$ cat src/rtl/div3_serial_tx.sv
// div3_serial_tx: MSB-first serialiser that streams mod-3 long-division quotient bits and the final remainder.
module div3_serial_tx #(
  parameter int WIDTH = 8
) (
  input  logic             clk,
  input  logic             reset,
  input  logic [WIDTH-1:0] data_i,
  input  logic             valid_i,
  output logic             ready_o,
  output logic             x_o,
  output logic             x_valid_o,
  output logic             q_o,
  output logic             div_o,
  output logic             last_o,
  output logic [1:0]       rem_o,
  output logic             done_o
);
  localparam int CW = (WIDTH > 2) ? $clog2(WIDTH) : 1;
  typedef enum logic {IDLE, SHIFT} state_t;
  state_t state, state_n;
  logic [WIDTH-1:0] shreg;
  logic [CW-1:0] cnt;
  logic [1:0] acc, acc_n;
  logic [2:0] t;
  always_ff @(posedge clk or negedge reset) begin
    if (!reset) state <= IDLE;
    else state <= state_n;
  end
  always_comb begin
    state_n = state;
    if (state == IDLE && valid_i) state_n = SHIFT;
    if (state == SHIFT && last_o) state_n = IDLE;
  end
  // t is the running prefix remainder doubled plus the bit on the wire
  assign t         = {acc, x_o};
  assign acc_n     = (t >= 3'd3) ? 2'(t - 3'd3) : t[1:0];
  assign ready_o   = state == IDLE;
  assign x_valid_o = state == SHIFT;
  assign x_o       = x_valid_o & shreg[WIDTH-1];
  assign last_o    = x_valid_o && cnt == '0;
  assign q_o       = t >= 3'd3;
  assign div_o     = acc_n == 2'd0;
  always_ff @(posedge clk or negedge reset) begin
    if (!reset) begin
      shreg  <= '0;
      cnt    <= '0;
      acc    <= '0;
      rem_o  <= '0;
      done_o <= 1'b0;
    end else begin
      done_o <= last_o;
      if (state == IDLE && valid_i) begin
        shreg <= data_i;
        cnt   <= CW'(WIDTH - 1);
        acc   <= '0;
      end else if (state == SHIFT) begin
        shreg <= shreg << 1;
        cnt   <= cnt - 1'b1;
        acc   <= acc_n;
        if (last_o) rem_o <= acc_n;
      end
    end
  end
endmodule

$ cat config.mk
export PLATFORM = sky130hd
export DESIGN_NAME = div3_serial_tx
export DESIGN_NICKNAME = d
export VERILOG_FILES = /design/src/rtl/div3_serial_tx.sv
export SDC_FILE = /design/constraint.sdc
export NUM_CORES = 1
export LEC_CHECK = 0
export ABC_AREA = 1
export BUFFER_PORTS_ARGS = -buffer_cell sky130_fd_sc_hd__buf_4
export CORE_MARGIN = 5
export CORE_UTILIZATION = 50
export DETAILED_ROUTE_END_ITERATION = 8
export GPL_TIMING_DRIVEN = 1
export PLACE_DENSITY = 0.86
export SETUP_SLACK_MARGIN = 0.5
export SYNTH_ARGS = -nofsm -noshare
export SYNTH_HDL_FRONTEND = slang
export SYNTH_SLANG_ARGS = --single-unit
$ cat constraint.sdc
create_clock -name clk -period 2.37 [get_ports clk]
set_clock_uncertainty 0.15 [all_clocks]
set_input_delay 0.5925 -clock clk [delete_from_list [all_inputs] [get_ports clk]]
set_output_delay 0.5925 -clock clk [all_outputs]
set_load 0.01 [all_outputs]
==> summary.txt, run 1 <==
Setup path
  • Critical Path End Type: output port
  • CP cell instances: nand2_4, inv_4, ha_4, nor2_4, nand2_2, nand2_2, nand2_1, nand2_1, inv_2, buf_6
  • Worst Setup EP: div_o
  • Family with the most delay on the worst path: simple AND/OR/NAND/NOR gates
  • CP max stage delay: 430 ps
  • Critical Path RT: 1630 ps
  • Crit path arrival time: 1580 ps
  • Worst Setup SP: shreg[7]
  • Worst Path Buf+Inv: 3
  • Worst reg2reg endpoint: acc[1]
  • R2R cell count: 9
  • Crit Path Max Fanout: 3
  • CP Launch Type: flop
  • Critical path's slowest cell: dfrtp_1
  • Critical Path Stages: 10
  • R2R setup slack: 770 ps
  • Crit Path Category: reg2out
  • Critical R2R Launch: shreg[7]

Die
  • Initial core utilization: 54.0%
  • Die Area: 0.00258 mm^2
  • Die extent in y: 50.8 um
  • Width of the die: 50.8 um
  • Core Region: 0.00154 mm^2
  • I/O Pins: 20
  • # rows: 14

STA
  • Final number of setup-violating endpoints: 0
  • FMAX: 431 MHz
  • Period minus WS final: 2320 ps
  • Final period util: 97.9%
  • Fin Hold WS: 347 ps
  • Unrepaired setup endpoints after global routing: true
  • Slew headroom: 78.3%
  • Worst-Margin Slew: 324 ps
  • Slew Limit Fails: 0
  • Final Hold Fails: 0

Placed design
  • Port Buf Inserts: 19
  • Final RePlAce weighted congestion: 0.803
  • Final HPWL DP: 1210 um
  • Placed Cells incl. Taps: 127
  • Area post-placement: 997 um^2

Finish
  • Nets: 147
  • Non-filler instance count after layout: 148
  • Layout cells sized above 1: 43.9%
  • Area Overhead vs Synth: 43.6%
  • Diodes inserted: 0
  • Layout fillers: 106
  • Commonest cells after routing, fill and taps aside: 34 x nand2_1, 32 x buf_4, 17 x dfrtp_1
  • Post-route cell area: 0.00119 mm^2
  • Commonest non-fill, non-tap cell in the layout: nand2_1

Global routing
  • Initial antenna violation count: 0
  • Overflow after GRT: 0
  • Gr usage total: 17.1%
  • Largest net degree at the start of global routing: 18
  • First-pass GRT wire length: 3440 um
  • Vias in the first global route: 777

Clocking
  • Clk Latency, worst-skew pair: 280 ps
  • Clk sinks: 17
  • Clock buffer depth: 2
  • CTS buffer count: 3
  • H-tree levels: 1
  • CTS root buffer: clkbuf_4
  • TritonCTS clock tree: done
  • Clk slew on worst S/H paths: 100 ps

Routing
  • # DRC: 0
  • Routed WL per cell: 14.0 um
  • Vias per inst: 5.26
  • Final WL: 2070 um
  • Routed Antenna Nets: 0
  • DRT iter0 DRCs: 18
  • Vias: 779
  • DR pass1 iterations: 4

Status
  • Status: complete, no violations

Synth
  • Seq/Total Area, Yosys: 51.1%
  • Yosys warning count: 0
  • Syn nets: 108
  • Cell taking the most area after synthesis: dfrtp_1
  • Synthesized area per cell: 8.85 um^2
  • Synth area leaders: dfrtp_1 51%, nand2_1 16%, nand3_1 6.6%
  • Synth unique cells: 17
  • Register bit count reported by yosys: 17
  • Top cell type's share of synthesized area: 51.1%
  • Post-Syn Area: 832 um^2
  • Post-Syn Instances: 94

Job
  • Max-cap violations: 0

Hold path
  • Worst Hold Class: reg2reg

Pwr
  • Worst vdd ir: 0.000796 V
  • Power Total: 1.72 mW
  • PwrDens: 1440 mW/mm^2
  • Leakage Power: 0.627 nW
[how the worst min path moves through the flow]
stage	start	endpoint	slack, ps	cells past startpoint
final	rem_o[1]	rem_o[1]	350	2
after global routing	data_i[7]	shreg[7]	350	3
after CTS	reset	cnt[1]	3	1
after detailed placement	reset	cnt[1]	320	1
after global placement	rem_o[0]	rem_o[0]	310	2
after floorplan	reset	acc[0]	150	0
[per-layer routing]
metal  up-vias  track usage [%]  share of wire, %
met4         0             6.38              0.43
met5         -                0                 0
met2        22             28.9                54
met3         2             3.85               5.2
met1       385             21.0                40
li1        370                -                 -
[stage by stage]
stage               setup TNS [ps]  utilization, %  setup slack (ps)
floorplan                        0               -               396
global placement                 0            64.7               424
detailed placement               0            64.7               381
CTS                              0            73.8              96.7
global route                 -48.3            77.5             -48.3
finish                           0            77.5              50.4
[worst register-to-register path, cell delays in order (launching register included)]
cell     delay [ps]
dfrtp_1         430
nand2_4          90
inv_4            40
ha_4            150
nor2_4          130
nand2_2         100
buf_4           140
buf_4           120
nand3_1          80
nand2_1          70
[repair_timing]
item,4_1_cts,5_1_grt
pin swaps,8,5
endpoints found under the hold margin,0,9
gates cloned,0,0
endpoints found under the setup margin,4,6
resized for setup,5,7
setup buffers,13,3
hold buffers,0,1
[flip-flops by register name, summed over array words and instances, names as in the netlist]
name       count
acc            2
cnt            3
done_o         1
rem_o          2
shreg          8
x_valid_o      1
[area by class of cell]
type                       instances  area [um^2]  area share [%]
clock buffer                       4         26.3            2.20
inverter                           9         36.3            3.04
multi-input combinational         65          383            32.0
sequential                        17          425            35.6
tap                               16         20.0            1.68
timing repair buffer              37          304            25.4
[cells in the mapped netlist]
cell type	instances
a22o_1	1
nor2_1	1
buf_6	2
dfrtp_1	17
o21ai_1	3
nand3_1	11
nand2_4	1
inv_2	3
buf_4	1
a22oi_2	1
nand2_2	3
nor2_4	3
inv_1	6
o21ai_0	1
nor2_2	1
nand2_1	36
ha_1	3
[kinds of logic after synthesis]
| logic type | synth area share, % |
|---|---|
| buffers and inverters | 7.67 |
| adder cells (fa/ha/maj) | 4.51 |
| flip-flops | 51.1 |
| AO/OA/AOI/OAI | 4.96 |
| AND/OR/NAND/NOR | 31.7 |
[where the power goes]
group	leakage, nW	switching [mW]	internal [mW]
registers	0.214	0.0886	0.412
clock network	0.0150	0.0881	0.0653
logic	0.398	0.522	0.545
Note: power is estimated with default switching activity, not from simulation.
==> inputs of run 2 (changes only) <==
SETUP_SLACK_MARGIN = 0.05   (was 0.5)
==> summary.txt, run 2 (synthesis results as in run 1) <==
Setup path
  • CP Launch Type: flop
  • Critical Path End Type: output port
  • Critical Path RT: 1630 ps
  • Crit Path Max Fanout: 3
  • Crit Path Category: reg2out
  • Crit path arrival time: 1680 ps

Finish
  • Biggest regs: shreg (8), cnt (3)
  • Layout fillers: 99
  • Commonest non-fill, non-tap cell in the layout: buf_4
  • Layout cells sized above 1: 43.8%
  • Area Overhead vs Synth: 38.9%
  • Final Util: 75.0%
  • Commonest cells after routing, fill and taps aside: 33 x buf_4, 31 x nand2_1, 17 x dfrtp_1
  • Max reg flops: 8
  • Biggest register: shreg
  • Non-filler instance count after layout: 146
  • Nets: 145
  • Diodes inserted: 0

Placed design
  • Post-place setup slack: 201 ps
  • Placed Cells incl. Taps: 127
  • Final RePlAce weighted congestion: 0.775
  • Port Buf Inserts: 19
  • Final HPWL DP: 1200 um

Clocking
  • Clk slew on worst S/H paths: 110 ps
  • Clock buffer depth: 2
  • H-tree levels: 1
  • Clk Latency, worst-skew pair: 290 ps
  • CTS root buffer: clkbuf_4
  • TritonCTS clock tree: done
  • Clk sinks: 17
  • CTS buffer count: 3

Routing
  • Vias: 779
  • # DRC: 0
  • Routed Antenna Nets: 0
  • DR pass1 iterations: 4
  • Final WL: 2140 um
  • Routed WL per cell: 14.6 um
  • Vias per inst: 5.34
  • DRT iter0 DRCs: 21

STA
  • FMAX: 413 MHz
  • Sum of negative setup slack: -53.1 ps
  • Slew Limit Fails: 0
  • Period minus WS final: 2420 ps
  • Final number of setup-violating endpoints: 2
  • Worst Slack Setup Final: -49.9 ps
  • Worst-Margin Slew: 307 ps
  • Unrepaired setup endpoints after global routing: true
  • Final Hold Fails: 0
  • Slew headroom: 79.5%
  • Final period util: 102%

Hold path
  • Worst Hold Class: reg2reg

Pwr
  • Worst vdd ir: 0.000857 V
  • Leakage Power: 0.615 nW
  • PwrDens: 1470 mW/mm^2

Global routing
  • Initial antenna violation count: 0
  • First-pass GRT wire length: 3330 um
  • Overflow after GRT: 0
  • Vias in the first global route: 749
  • Gr usage total: 16.7%
  • Largest net degree at the start of global routing: 18

Job
  • Max-cap violations: 0

Status
  • Failing checks: setup timing
  • Status: complete, but fails checks

Die
  • Initial core utilization: 54.0%
  • Core Region: 0.00154 mm^2
  • Die extent in y: 50.8 um
  • I/O Pins: 20
  • # rows: 14
  • Die Area: 0.00258 mm^2
  • Width of the die: 50.8 um
-- run 2: cell types whose count changed in the layout (fill, tap and decap cells not counted), moves of 2 or more --
cell and change:
buf_6 -2, nand2_2 +3, nand2_1 -3, inv_1 +2, inv_2 -2
-- run 2: through the flow --
stage | hold slack (ps) | total power [mW] | area (um^2)
final | 340 | 1.70 | 1160
after global routing | 338 | 1.83 | 1160
after detailed placement | 315 | 1.18 | 972
after CTS | 342 | 1.53 | 1110
after floorplan | 147 | 0.968 | 832
after global placement | 315 | 1.14 | 972
-- run 2: final cells by class --
class                           instances  area [um^2]  share of cell area (%)
Clock buffer                            3         22.5                    1.95
Tap cell                               16         20.0                    1.73
Clock inverter                          1         5.00                   0.433
Multi-Input combinational cell         65          378                    32.7
Timing Repair Buffer                   35          269                    23.3
Inverter                                9         36.3                    3.14
Sequential cell                        17          425                    36.8
-- run 2: worst max-delay path: stages (launching register included) --
cell	delay (ps)
dfrtp_1	430
nand2_4	90
inv_4	50
ha_4	150
nor2_4	150
nand2_2	110
nand2_2	120
nand2_2	70
nand2_2	60
inv_2	40
buf_6	110
-- run 2: power by group --
part	total (mW)	switching, mW	internal [mW]
Combinational	1.05	0.542	0.505
Sequential	0.500	0.0874	0.412
Clock	0.156	0.0937	0.0628
Total	1.70	0.723	0.979
-- run 2: path summary, 6_finish.rpt --
check / startpoint / endpoint / slack, ps / cells after the start
min in group asynchronous: reset / acc[1] / 530 / 2
worst max register to register: shreg[7] / rem_o[1] / 0 / 15
worst max-delay path: shreg[7] / div_o / -50 / 10
worst min-delay path: cnt[0] / cnt[0] / 340 / 1
worst min register to register: cnt[0] / cnt[0] / 340 / 1
max in group asynchronous: reset / x_valid_o / 1340 / 2
-- run 2: repair_timing --
item | in CTS | in global routing
hold endpoints to repair | 11 | 0
buffers inserted | 10 | 4
hold buffers | 1 | 0
setup endpoints to repair | 1 | 2
pin swaps | 6 | 8
resized for setup | 7 | 5
-- run 2: per-layer routing --
layer	track usage [%]	vias up	wire length, um
li1	-	366	-
met3	3.85	9	169
met4	8.09	0	70
met2	24.6	40	999
met5	0	-	0
met1	22.9	364	898
==> inputs of run 3 (changes only) <==
ABC_AREA = default   (was 1)
==> summary.txt, run 3 <==
Status
  • Status: complete, no violations

Synth
  • Synth area leaders: dfrtp_1 51%, mux2i_1 9.6%, nand2_1 5.0%
  • Register bit count reported by yosys: 17
  • Synthesized area per cell: 10.1 um^2
  • Syn nets: 96
  • Synth top cells by count: 17 x dfrtp_1, 11 x nand2_1, 8 x mux2i_1, 8 x o21ai_0, 6 x nor2_1
  • Synth Flop Type: dfrtp_1
  • Synth unique cells: 23
  • Post-Syn Area: 831 um^2
  • Post-synth EDFFs: 0
  • Ys async rst share: 100%
  • Cell taking the most area after synthesis: dfrtp_1
  • Top cell type's share of synthesized area: 51.2%
  • Top-count cell post-synth: dfrtp_1
  • Yosys warning count: 0
  • Seq/Total Area, Yosys: 51.2%
  • Post-Syn Instances: 82

STA
  • FMAX: 430 MHz
  • Worst Slack Setup Final: 43.8 ps
  • Sum of negative setup slack: 0 ps
  • Period minus WS final: 2330 ps
  • Final period util: 98.2%
  • Unrepaired setup endpoints after global routing: true
  • Final Hold Fails: 0
  • Slew Limit Fails: 0
  • Final number of setup-violating endpoints: 0
  • Slew headroom: 80.1%
  • Worst-Margin Slew: 294 ps

Die
  • Width of the die: 50.8 um
  • # rows: 14
  • Core Region: 0.00154 mm^2
  • Die extent in y: 50.8 um
  • Die Area: 0.00258 mm^2
  • I/O Pins: 20
  • Initial core utilization: 53.9%

Global routing
  • Overflow after GRT: 0
  • Initial antenna violation count: 0
  • Gr usage total: 15.1%
  • Largest net degree at the start of global routing: 27
  • First-pass GRT wire length: 2990 um
  • Vias in the first global route: 665

Setup path
  • Crit Path Category: reg2out
  • Critical Path RT: 1630 ps
  • CP max stage delay: 440 ps
  • Critical Path End Type: output port
  • Worst Path Buf+Inv: 2
  • Crit path arrival time: 1580 ps
  • Crit Path Max Fanout: 4
  • R2R setup slack: 640 ps
  • Family with the most delay on the worst path: flip-flops
  • CP Launch Type: flop
  • Critical path's slowest cell: dfrtp_2
  • CP cell instances: nand2_2, inv_2, ha_4, nor3_4, nor3_2, a21o_1, buf_6

Placed design
  • Final HPWL DP: 1270 um
  • Port Buf Inserts: 19
  • Post-place setup slack: 68.0 ps
  • Final RePlAce weighted congestion: 0.866

Finish
  • Commonest non-fill, non-tap cell in the layout: buf_4
  • Diodes inserted: 0
  • Area Overhead vs Synth: 29.8%
  • Layout cells sized above 1: 33.0%
  • Nets: 124
  • Biggest regs: shreg (8), cnt (3)
  • Final Util: 70.0%
  • Layout fillers: 121
  • Max reg flops: 8
  • Commonest cells after routing, fill and taps aside: 26 x buf_4, 16 x dfrtp_1, 10 x nand2_1
  • Biggest register: shreg

Clocking
  • Clk Latency, worst-skew pair: 280 ps
  • CTS root buffer: clkbuf_4
  • Clock buffer depth: 2
  • CTS buffer count: 3
  • Clk sinks: 17
  • H-tree levels: 1
  • Clk slew on worst S/H paths: 90 ps
  • TritonCTS clock tree: done

Hold path
  • Worst Hold Class: reg2reg

Routing
  • DR pass1 iterations: 4
  • Vias: 698
  • Routed WL per cell: 14.7 um
  • Routed Antenna Nets: 0
  • # DRC: 0
  • Vias per inst: 5.58
  • Final WL: 1840 um
  • DRT iter0 DRCs: 16

Pwr
  • Leakage Power: 0.542 nW
  • Worst vdd ir: 0.000628 V
  • PwrDens: 1300 mW/mm^2
  • Power Total: 1.40 mW

Job
  • Max-cap violations: 0
-- run 3: cell count changes in the layout (fill, tap and decap cells not counted), sizes merged, moves of 4 or more --
cell | previous run | this run
buf | 34 | 27
inv | 9 | 5
mux2i | 0 | 8
nand2 | 40 | 11
nand3 | 11 | 2
nor3 | 0 | 5
o21ai | 4 | 8
-- run 3: repair_timing --
action / CTS / global route
pin swaps: 2 / 2
buffers inserted: 2 / 5
hold endpoints to repair: 0 / 5
hold buffers: 0 / 1
resized for setup: 3 / 4
endpoints found under the setup margin: 2 / 2
-- run 3: path summary, 6_finish.rpt --
path,start,to,cells past startpoint
setup / recovery,shreg[7],div_o,7
hold / removal,cnt[0],cnt[0],1
setup reg to reg,shreg[7],rem_o[0],8
hold reg to reg,cnt[0],cnt[0],1
max in group asynchronous,reset,shreg[7],2
min in group asynchronous,reset,rem_o[1],2
-- run 3: logic make-up after synthesis --
group           share of synthesized area, %
xor+xnor                                1.05
compound gates                          11.9
flops                                   51.2
fa+ha+maj                               4.52
simple gates                            15.1
buf+inv                                 6.63
mux                                     9.64
-- run 3: area by class of cell --
| type | instances | area, um^2 | area share (%) |
|---|---|---|---|
| Tap cell | 16 | 20.0 | 1.86 |
| Clock buffer | 4 | 26.3 | 2.44 |
| Sequential cell | 17 | 427 | 39.6 |
| Inverter | 5 | 18.8 | 1.74 |
| Timing Repair Buffer | 28 | 216 | 20.1 |
| Multi-Input combinational cell | 55 | 370 | 34.3 |
-- run 3: metrics by stage --
step	hold WS [ps]	instance area, um^2	instances
global placement	312	965	113
detailed placement	318	965	113
global route	373	1080	125
CTS	0.395	1020	119
floorplan	147	831	82
finish	352	1080	125
-- run 3: metal layers --
layer	share of wire, %	global-route usage, %	vias up
met5	0	0	-
met3	4.4	1.78	2
met2	52	26.7	18
li1	-	-	336
met1	43	18.2	342
met4	0.44	6.38	0
-- run 3: power by group --
part	internal, mW	switching (mW)
registers	0.415	0.0944
logic	0.375	0.372
clock network	0.0653	0.0836
total	0.855	0.549
